--- config.mk ---
export PLATFORM = sky130hd
export DESIGN_NAME = bus_arbit_rr4
export DESIGN_NICKNAME = d
export VERILOG_FILES = /design/src/rtl/bus_arbit_rr4_pkg.sv /design/src/rtl/bus_arbit_rr4_rr_pick4.sv /design/src/rtl/bus_arbit_rr4.sv
export SDC_FILE = /design/constraint.sdc
export NUM_CORES = 1
export LEC_CHECK = 0
export BUFFER_PORTS_ARGS = -buffer_cell sky130_fd_sc_hd__buf_2
export CORE_MARGIN = 1.5
export CORE_UTILIZATION = 49
export CTS_CLUSTER_SIZE = 14
export DETAILED_ROUTE_END_ITERATION = 8
export GPL_ROUTABILITY_DRIVEN = 0
export PLACE_DENSITY_LB_ADDON = 0.2
export SLEW_MARGIN = 20
export SYNTH_ARGS = -nofsm -noshare
export SYNTH_HDL_FRONTEND = slang
export SYNTH_SLANG_ARGS = --single-unit
export TNS_END_PERCENT = 30
--- constraint.sdc ---
create_clock -name clk -period 3.1 [get_ports clk]
set_clock_uncertainty 0.15 [all_clocks]
set_input_delay 0.31 -clock clk [delete_from_list [all_inputs] [get_ports clk]]
set_output_delay 0.31 -clock clk [all_outputs]
set_load 0.02 [all_outputs]
--- src/rtl/bus_arbit_rr4_pkg.sv ---
// Shared definitions for the four-master round-robin bus arbiter.
// Holds the master count, FSM state encoding and default tenure limit.
package bus_arbit_rr4_pkg;

  localparam int unsigned NUM_M         = 4;
  localparam int unsigned ID_W          = 2;
  localparam int unsigned MAX_BURST_DEF = 8;

  typedef enum logic {
    IDLE  = 1'b0,
    GRANT = 1'b1
  } state_t;

  typedef logic [NUM_M-1:0] mask_t;
  typedef logic [ID_W-1:0]  id_t;

  function automatic mask_t id2mask(input id_t id);
    mask_t m;
    m     = '0;
    m[id] = 1'b1;
    return m;
  endfunction

endpackage

--- src/rtl/bus_arbit_rr4_rr_pick4.sv ---
// Combinational round-robin picker: first eligible request scanning
// cyclically from last+1, optionally excluding one master.
module rr_pick4
  import bus_arbit_rr4_pkg::*;
(
  input  logic [3:0] req,
  input  logic [1:0] last,
  input  logic       excl_en,
  input  logic [1:0] excl_id,
  output logic       valid,
  output logic [1:0] id
);

  mask_t elig;
  id_t   cand;

  always_comb begin
    elig  = req & ~(excl_en ? id2mask(excl_id) : mask_t'('0));
    valid = 1'b0;
    id    = last;
    cand  = '0;
    // i == NUM_M wraps back to last itself, so it is scanned last
    for (int unsigned i = 1; i <= NUM_M; i++) begin
      cand = last + id_t'(i);
      if (!valid && elig[cand]) begin
        valid = 1'b1;
        id    = cand;
      end
    end
  end

endmodule

--- src/rtl/bus_arbit_rr4.sv ---
// Round-robin arbiter for four bus masters with bounded tenure under
// contention; registered one-hot grant, grant index and busy flag.
module bus_arbit_rr4
  import bus_arbit_rr4_pkg::*;
#(
  parameter int unsigned MAX_BURST = MAX_BURST_DEF,
  parameter int unsigned CNT_W     = 8
) (
  input  logic       clk,
  input  logic       reset_n,
  input  logic [3:0] m_req,
  output logic [3:0] m_grant,
  output logic [1:0] grant_id,
  output logic       bus_busy
);

  localparam logic [CNT_W-1:0] CNT_MAX = CNT_W'(MAX_BURST - 1);

  state_t           state, state_nxt;
  id_t              last, last_nxt;
  id_t              owner_nxt;
  logic [CNT_W-1:0] cnt, cnt_nxt;
  mask_t            grant_d;
  logic             busy_d;
  logic             pick_valid;
  id_t              pick_id;

  // In GRANT the owner is always excluded: harmless on release (its
  // request is already low) and exactly what preemption needs.
  rr_pick4 u_pick (
    .req     (m_req),
    .last    (last),
    .excl_en (state == GRANT),
    .excl_id (grant_id),
    .valid   (pick_valid),
    .id      (pick_id)
  );

  always_ff @(posedge clk or negedge reset_n) begin
    if (!reset_n) begin
      state <= IDLE;
      last  <= 2'd3;
      cnt   <= '0;
    end else begin
      state <= state_nxt;
      last  <= last_nxt;
      cnt   <= cnt_nxt;
    end
  end

  always_comb begin
    state_nxt = state;
    owner_nxt = grant_id;
    last_nxt  = last;
    cnt_nxt   = cnt;
    unique case (state)
      IDLE: begin
        if (pick_valid) begin
          state_nxt = GRANT;
          owner_nxt = pick_id;
          last_nxt  = pick_id;
          cnt_nxt   = '0;
        end
      end
      GRANT: begin
        if (!m_req[grant_id] || (cnt == CNT_MAX && pick_valid)) begin
          if (pick_valid) begin
            owner_nxt = pick_id;
            last_nxt  = pick_id;
            cnt_nxt   = '0;
          end else begin
            state_nxt = IDLE;
          end
        end else if (cnt != CNT_MAX) begin
          cnt_nxt = cnt + CNT_W'(1);
        end
      end
      default: state_nxt = IDLE;
    endcase
  end

  always_comb begin
    busy_d  = (state_nxt == GRANT);
    grant_d = busy_d ? id2mask(owner_nxt) : mask_t'('0);
  end

  always_ff @(posedge clk or negedge reset_n) begin
    if (!reset_n) begin
      m_grant  <= '0;
      grant_id <= '0;
      bus_busy <= 1'b0;
    end else begin
      m_grant  <= grant_d;
      grant_id <= owner_nxt;
      bus_busy <= busy_d;
    end
  end

endmodule

After elaboration in Yosys (flattened, before gate mapping)
Cells that the tools add are included.
{ "classes": {"muxes": 37, "addsub": 4, "reduce_logical": 11, "magnitude_cmp": 8, "n_eq_ne": 4, "n_bitwise": 3} }
{ "ops": {"columns": ["op", "count"], "rows": [
  ["2-to-1 mux 8 bit", 3],
  ["less-than comparator 2 x 3 -> 1 bit (second input constant)", 6],
  ["2-to-1 mux 2 bit", 8],
  ["one-hot mux 8 bit (2 select lines)", 1],
  ["2-to-1 mux 1 bit", 13],
  ["binary-select mux 1 bit (select 2 bit)", 5],
  ["adder 8 x 1 -> 8 bit (second input constant)", 1],
  ["== test 8 x 3 -> 1 bit (second input constant)", 1],
  ["2-to-1 mux 4 bit", 2],
  ["inequality test 8 x 3 -> 1 bit (second input constant)", 1],
  ["one-hot mux 2 bit (2 select lines)", 2],
  ["logical AND 1 bit", 6],
  ["adder 2 bit (second input constant)", 2],
  ["AND 4 bit", 1],
  ["demux 1 bit (select 2 bit)", 2],
  [">= comparator 2 x 1 -> 1 bit (second input constant)", 2],
  ["zero test 1 bit", 4],
  ["inverter 4 bit", 1],
  ["inequality test 3 x 1 -> 1 bit (second input constant)", 1],
  ["adder 2 x 1 -> 2 bit (second input constant)", 1],
  ["inequality test 2 x 1 -> 1 bit (second input constant)", 1],
  ["one-hot mux 1 bit (2 select lines)", 1],
  ["logical OR 1 bit", 1],
  ["inverter 1 bit", 1]
]} }
{ "totals": {"input_bits": 6, "reg_bits": 17, "wordCells": 72, "output_inout_bits": 7} }

Logic depth before layout (Yosys ltp)
{ "depth": {"depth_word": 28, "mapped_depth": 6, "depth_no_buf": 6} }

By module
Synthesis repeated with hierarchy kept, for this count alone.
{ "unflattened": {"hier_cells": 104, "area_unflattened_um2": 1056.0} }
{ "modules_own_cells": {"columns": ["module", "cells_each", "area_each_um2", "n_inst"], "rows": [
  ["bus_arbit_rr4", 76, 872.1, 1],
  ["rr_pick4", 28, 183.9, 1]
]} }

Worst setup path after synthesis
Ideal clock, no wire load.
{ "synth_timing": {"path_kind": "register to register", "from": "register grant_id[0]", "to": "register grant_id[1]", "arrival_ns": 1.843, "stages_incl_launch_ff": 6, "path_buffers": 0, "setup_slack_ns": 0.982, "cell_sequence": "dfrtp_1 > mux2_2 > o22a_1 > nor4_1 > a311oi_4 > or2_1"} }
{ "synth_via": {"elab_chain_len": 23} }
{ "synth_rtl": {"columns": ["element", "line_no", "text"], "rows": [
  ["from (decl)", "bus_arbit_rr4.sv:13", "output logic [1:0] grant_id,"],
  ["from (signal assigned)", "bus_arbit_rr4.sv:94", "grant_id <= owner_nxt;"],
  ["less-than comparator 2 x 3 -> 1 bit (implied by the code) or >= comparator 2 x 1 -> 1 bit (tied branches)", "bus_arbit_rr4_pkg.sv:20", "m[id] = 1'b1;"],
  ["logical AND 1 bit (implied by the code)", "bus_arbit_rr4_pkg.sv:20", null],
  ["2-to-1 mux 1 bit (implied by the code)", "bus_arbit_rr4_pkg.sv:20", null],
  ["demux 1 bit (select 2 bit)", null, null],
  ["2-to-1 mux 4 bit", "bus_arbit_rr4_rr_pick4.sv:18", "elig = req & ~(excl_en ? id2mask(excl_id) : mask_t'('0));"],
  ["inverter 4 bit", "bus_arbit_rr4_rr_pick4.sv:18", null],
  ["AND 4 bit", "bus_arbit_rr4_rr_pick4.sv:18", null],
  ["binary-select mux 1 bit (select 2 bit)", "bus_arbit_rr4_rr_pick4.sv:25", "if (!valid && elig[cand]) begin"],
  ["[8 not listed]", null, null],
  ["zero test 1 bit", "bus_arbit_rr4_rr_pick4.sv:25", null],
  ["logical AND 1 bit", "bus_arbit_rr4_rr_pick4.sv:25", null],
  ["2-to-1 mux 1 bit", "bus_arbit_rr4_rr_pick4.sv:25", null],
  ["logical AND 1 bit", "bus_arbit_rr4.sv:66", "if (!m_req[grant_id] || (cnt == CNT_MAX && pick_valid)) begin"],
  ["logical OR 1 bit", "bus_arbit_rr4.sv:66", null],
  ["2-to-1 mux 2 bit", "bus_arbit_rr4.sv:66", null],
  ["one-hot mux 2 bit (2 select lines) (*)", "bus_arbit_rr4.sv:56", "unique case (state)"],
  ["named net owner_nxt[1]", "bus_arbit_rr4.sv:21", "id_t owner_nxt;"]
]} }
Mark *: on every way through the listed nets, which the timed path passes. The rest lies on a longest branch. The select of a mux whose other input is x is not followed.
A chain may end at the register's enable or synchronous reset.

Final worst setup path
{ "layout_timing": {"from": "register grant_id[0]", "to": "register m_grant[1]"} }
{ "layout_via": {"elab_chain_len": 28} }
{ "layout_rtl": {"columns": ["element", "line_no", "text"], "rows": [
  ["less-than comparator 2 x 3 -> 1 bit (implied by the code) or >= comparator 2 x 1 -> 1 bit (tied branches)", "bus_arbit_rr4_pkg.sv:20", null],
  ["logical AND 1 bit (implied by the code)", "bus_arbit_rr4_pkg.sv:20", null],
  ["2-to-1 mux 1 bit (implied by the code)", "bus_arbit_rr4_pkg.sv:20", null],
  ["demux 1 bit (select 2 bit)", null, null],
  ["2-to-1 mux 4 bit", "bus_arbit_rr4_rr_pick4.sv:18", null],
  ["inverter 4 bit", "bus_arbit_rr4_rr_pick4.sv:18", null],
  ["AND 4 bit", "bus_arbit_rr4_rr_pick4.sv:18", null],
  ["binary-select mux 1 bit (select 2 bit)", "bus_arbit_rr4_rr_pick4.sv:25", null],
  ["[13 not listed]", null, null],
  ["2-to-1 mux 2 bit", "bus_arbit_rr4.sv:66", null],
  ["one-hot mux 2 bit (2 select lines)", "bus_arbit_rr4.sv:56", null],
  ["less-than comparator 2 x 3 -> 1 bit (implied by the code) or >= comparator 2 x 1 -> 1 bit (tied branches)", "bus_arbit_rr4_pkg.sv:20", null],
  ["logical AND 1 bit (implied by the code)", "bus_arbit_rr4_pkg.sv:20", null],
  ["2-to-1 mux 1 bit (implied by the code)", "bus_arbit_rr4_pkg.sv:20", null],
  ["demux 1 bit (select 2 bit)", "bus_arbit_rr4_pkg.sv:20", null],
  ["2-to-1 mux 4 bit (*)", "bus_arbit_rr4.sv:84", "grant_d = busy_d ? id2mask(owner_nxt) : mask_t'('0);"],
  ["named net grant_d[1]", "bus_arbit_rr4.sv:23", "mask_t grant_d;"],
  ["to (signal assigned)", "bus_arbit_rr4.sv:93", "m_grant <= grant_d;"],
  ["to (decl)", "bus_arbit_rr4.sv:12", "output logic [3:0] m_grant,"]
]} }
Marked as above.

==> flow_summary.yaml <==
status:
  status: "finished, final reports clean"
sta:
  rsz0062_at_grt: "false"
  setup_viol_count_final: 0
  clock.fmax_mhz: 423
  final_hold_viol_count: 0
  final_max_slew_viol_count: 0
  setup_total_negative_slack_ns: 0
  slew_limit_headroom_pct: 67.6
  transition_time_of_the_tightest_slew_check_pin_ns: 0.481
  final_critical_path_setup_slack_ns: 0.737
  period_share_pct: 76.2
  fin_hold_ws_ns: 0.314
  post-route-min-period_ns: 2.36
pwr:
  power_frac_comb_pct: 58.7
  finalPower_mw: 1.24
  switching_power_uw: 583
  pwr-share-clk_pct: 9.7
  p_sw_share_pct: 46.9
  vdd.ir_drop.worst_mv: 0.457
  power.share.sequential_pct: 31.6
  intPower_uw: 660
  power.static_leakage_nw: 0.570
  powerDensity_nw_per_um2: 981
grt:
  globalRouteOverflowTotal: 0
  grt_antenna_before_repair: 0
  largest_net_degree_at_the_start_of_global_routing: 18
  grt_first_pass_wirelength_um: 4200
  grt_util_all_layers_pct: 21.6
  first_global_vias: 896
yosys:
  synth_top_family_by_area: "compound AO/OA/AOI/OAI gates"
  synth_most_common_cell: "sky130_fd_sc_hd__dfrtp_1"
  synthMuxAreaShare_pct: 4.56
  gate_count_of_the_mapped_netlist: 120
  synth_seq_cells: 17
  synth.yosys.warnings: 0
  syn_nets: 127
  synth-compound-area-share_pct: 30.7
  synth.top_cell.area_share_pct: 32.6
  synth-seq-area-share_pct: 37.1
  synthDominantAreaCellType: "sky130_fd_sc_hd__dfrtp_1"
  synth-adder-area-share_pct: 1.09
  synth.cells.most_frequent: "sky130_fd_sc_hd__dfrtp_1, sky130_fd_sc_hd__nand2_1, sky130_fd_sc_hd__nor2_1"
  synth-xor-area-share_pct: 2.28
  synth_simple_gate_area_share_pct: 21.1
  synth_top_cells_by_area: "sky130_fd_sc_hd__dfrtp_1, sky130_fd_sc_hd__dfstp_2, sky130_fd_sc_hd__nand2_1, sky130_fd_sc_hd__mux2i_1, sky130_fd_sc_hd__o21ai_1"
  synth_edf_count: 0
  dominantRegCellSynth: "sky130_fd_sc_hd__dfrtp_1"
  synth_async_sr_flop_share_pct: 100
  avgSynthCellArea_um2: 9.60
  synth.distinct_cells: 46
  synthesis.area_um2: 1150
clock_network:
  clkLatencyLatePin_ns: 0.29
  cts.repair.resized: 0
  postCtsHoldBufs: 1
  cts_tree: "built"
  h-tree-depth: 1
  post_cts_buffers: 0
  path_clk_slew_ns: 0.10
  clock_tree.root_cell: "sky130_fd_sc_hd__clkbuf_4"
  clock_path_buffers: 2
  tritoncts.num_buffers: 3
  cts_sinks: 17
final_layout:
  final_nets: 141
  diodes: 0
  flow.area_growth_from_synthesis_pct: 9.99
  drive_above_1_share_pct: 21.8
  final_area_um2: 1270
  layout.cells.non_filler: 161
  final_util_pct: 57.3
placed_design:
  pre_cts_slack_ns: 0.750
  placement_stage_cell_area_um2: 1230
  total_instance_count_after_detailed_placement: 156
  placement.io_buffers: 12
  hpwl_um: 1840
route:
  routedWlPerCell_um: 15.5
  drt.antenna.violating_nets: 0
  detail_route.wirelength_um: 2500
  drc: 0
  route.vias.total: 974
  drtIter0Drc: 21
  viasPerCell: 6.05
  drt_pre_antenna_iters: 4
worst_setup_path:
  worstSetupStartpointType: "flip-flop"
  worst_path_required_ns: 3.15
  crit_fanout: 13
  path_class: "flip-flop to flip-flop"
  kind_of_end_point_of_the_critical_path: "flip-flop"
  critical-path-max-stage-delay_ns: 0.61
  crit_slowest_cell: "sky130_fd_sc_hd__dfrtp_1"
  cells_along_the_critical_path: "mux2_2 -> o22a_1 -> nor4_1 -> a311oi_4 -> a211oi_1"
  cp.arrival_ns: 2.42
die:
  core_area_um2: 2210
  die_width_um: 51.5
  die_h_um: 51.5
  initial_core_util_pct: 52.1
  design.portCount: 13
  die_area_um2: 2650
  rows: 17
flow_run:
  cap_viol_max_count: 0
min_path:
  min_delay_path_class: "input pin to async pin"
[cell families (layout without fill, tap and decap cells)]
family | count (synthesis) | count (layout)
AO/OA/AOI/OAI | 43 | 43
AND/OR/NAND/NOR | 42 | 42
flip-flops | 17 | 17
buffers and inverters | 9 | 22
multiplexers | 5 | 5
XOR/XNOR | 3 | 3
adder cells (fa/ha/maj) | 1 | 1
[per-layer routing]
| metal | global-route usage (%) | vias up | wire, um |
|---|---|---|---|
| met1 | 27.6 | 457 | 1150 |
| met2 | 35.0 | 21 | 1200 |
| met3 | 4.02 | 7 | 86 |
| met4 | 11.0 | 0 | 58 |
| li1 | - | 489 | - |
| met5 | 0 | - | 0 |
[final timing paths]
| check | from | to | slack, ns | depth (start not counted) |
|---|---|---|---|---|
| min in group clk | cnt[5] | cnt[5] | 0.37 | 1 |
| hold reg to reg | cnt[5] | cnt[5] | 0.37 | 1 |
| hold / removal | reset_n | cnt[1] | 0.31 | 2 |
| setup reg to reg | grant_id[0] | m_grant[1] | 0.74 | 5 |
| setup / recovery | grant_id[0] | m_grant[1] | 0.74 | 5 |
| max in group asynchronous | reset_n | last[1] | 2.17 | 2 |
[final cells by class]
type                            count  area [um2]
Clock inverter                      1        5.00
Inverter                            5        18.8
Multi-Input combinational cell     94         688
Tap cell                           28        35.0
Sequential cell                    17         428
Clock buffer                        3        22.5
Timing Repair Buffer               13        70.1
Fill cell                         207         945
[critical path: cells and delay by family, from the launching register on]
kind	cells	cell delay [ns]
AO/OA/AOI/OAI	3	0.65
AND/OR/NAND/NOR	1	0.49
multiplexers	1	0.38
flip-flops	1	0.61
[cell usage in the layout, fill, tap and decap left out, types with 3 or more instances in the layout]
master / count
sky130_fd_sc_hd__a211oi_1: 4
sky130_fd_sc_hd__a21o_1: 4
sky130_fd_sc_hd__a22o_1: 3
sky130_fd_sc_hd__and3_1: 3
sky130_fd_sc_hd__buf_2: 12
sky130_fd_sc_hd__clkbuf_4: 3
sky130_fd_sc_hd__dfrtp_1: 15
sky130_fd_sc_hd__inv_1: 5
sky130_fd_sc_hd__mux2i_1: 3
sky130_fd_sc_hd__nand2_1: 9
sky130_fd_sc_hd__nand2b_1: 4
sky130_fd_sc_hd__nand3_1: 3
sky130_fd_sc_hd__nor2_1: 7
sky130_fd_sc_hd__o21ai_0: 4
sky130_fd_sc_hd__o21ai_1: 6
sky130_fd_sc_hd__o22ai_1: 4
sky130_fd_sc_hd__xnor2_1: 3
[power by group through the flow]
stage / sequential (mW) / clock, mW / combinational, mW
after detailed placement: 0.395 / 0 / 0.724
after global placement: 0.392 / 0 / 0.709
after CTS: 0.392 / 0.125 / 0.729
final: 0.393 / 0.120 / 0.730
after floorplan: 0.392 / 0 / 0.563
after global routing: 0.406 / 0.134 / 0.801
[sequential cells by signal (all words and copies together), names as in the netlist]
signal / cells
grant_id: 2
last: 2
m_grant: 4
cnt: 8
bus_busy: 1
No activity file was read; power rests on OpenSTA's default activity.
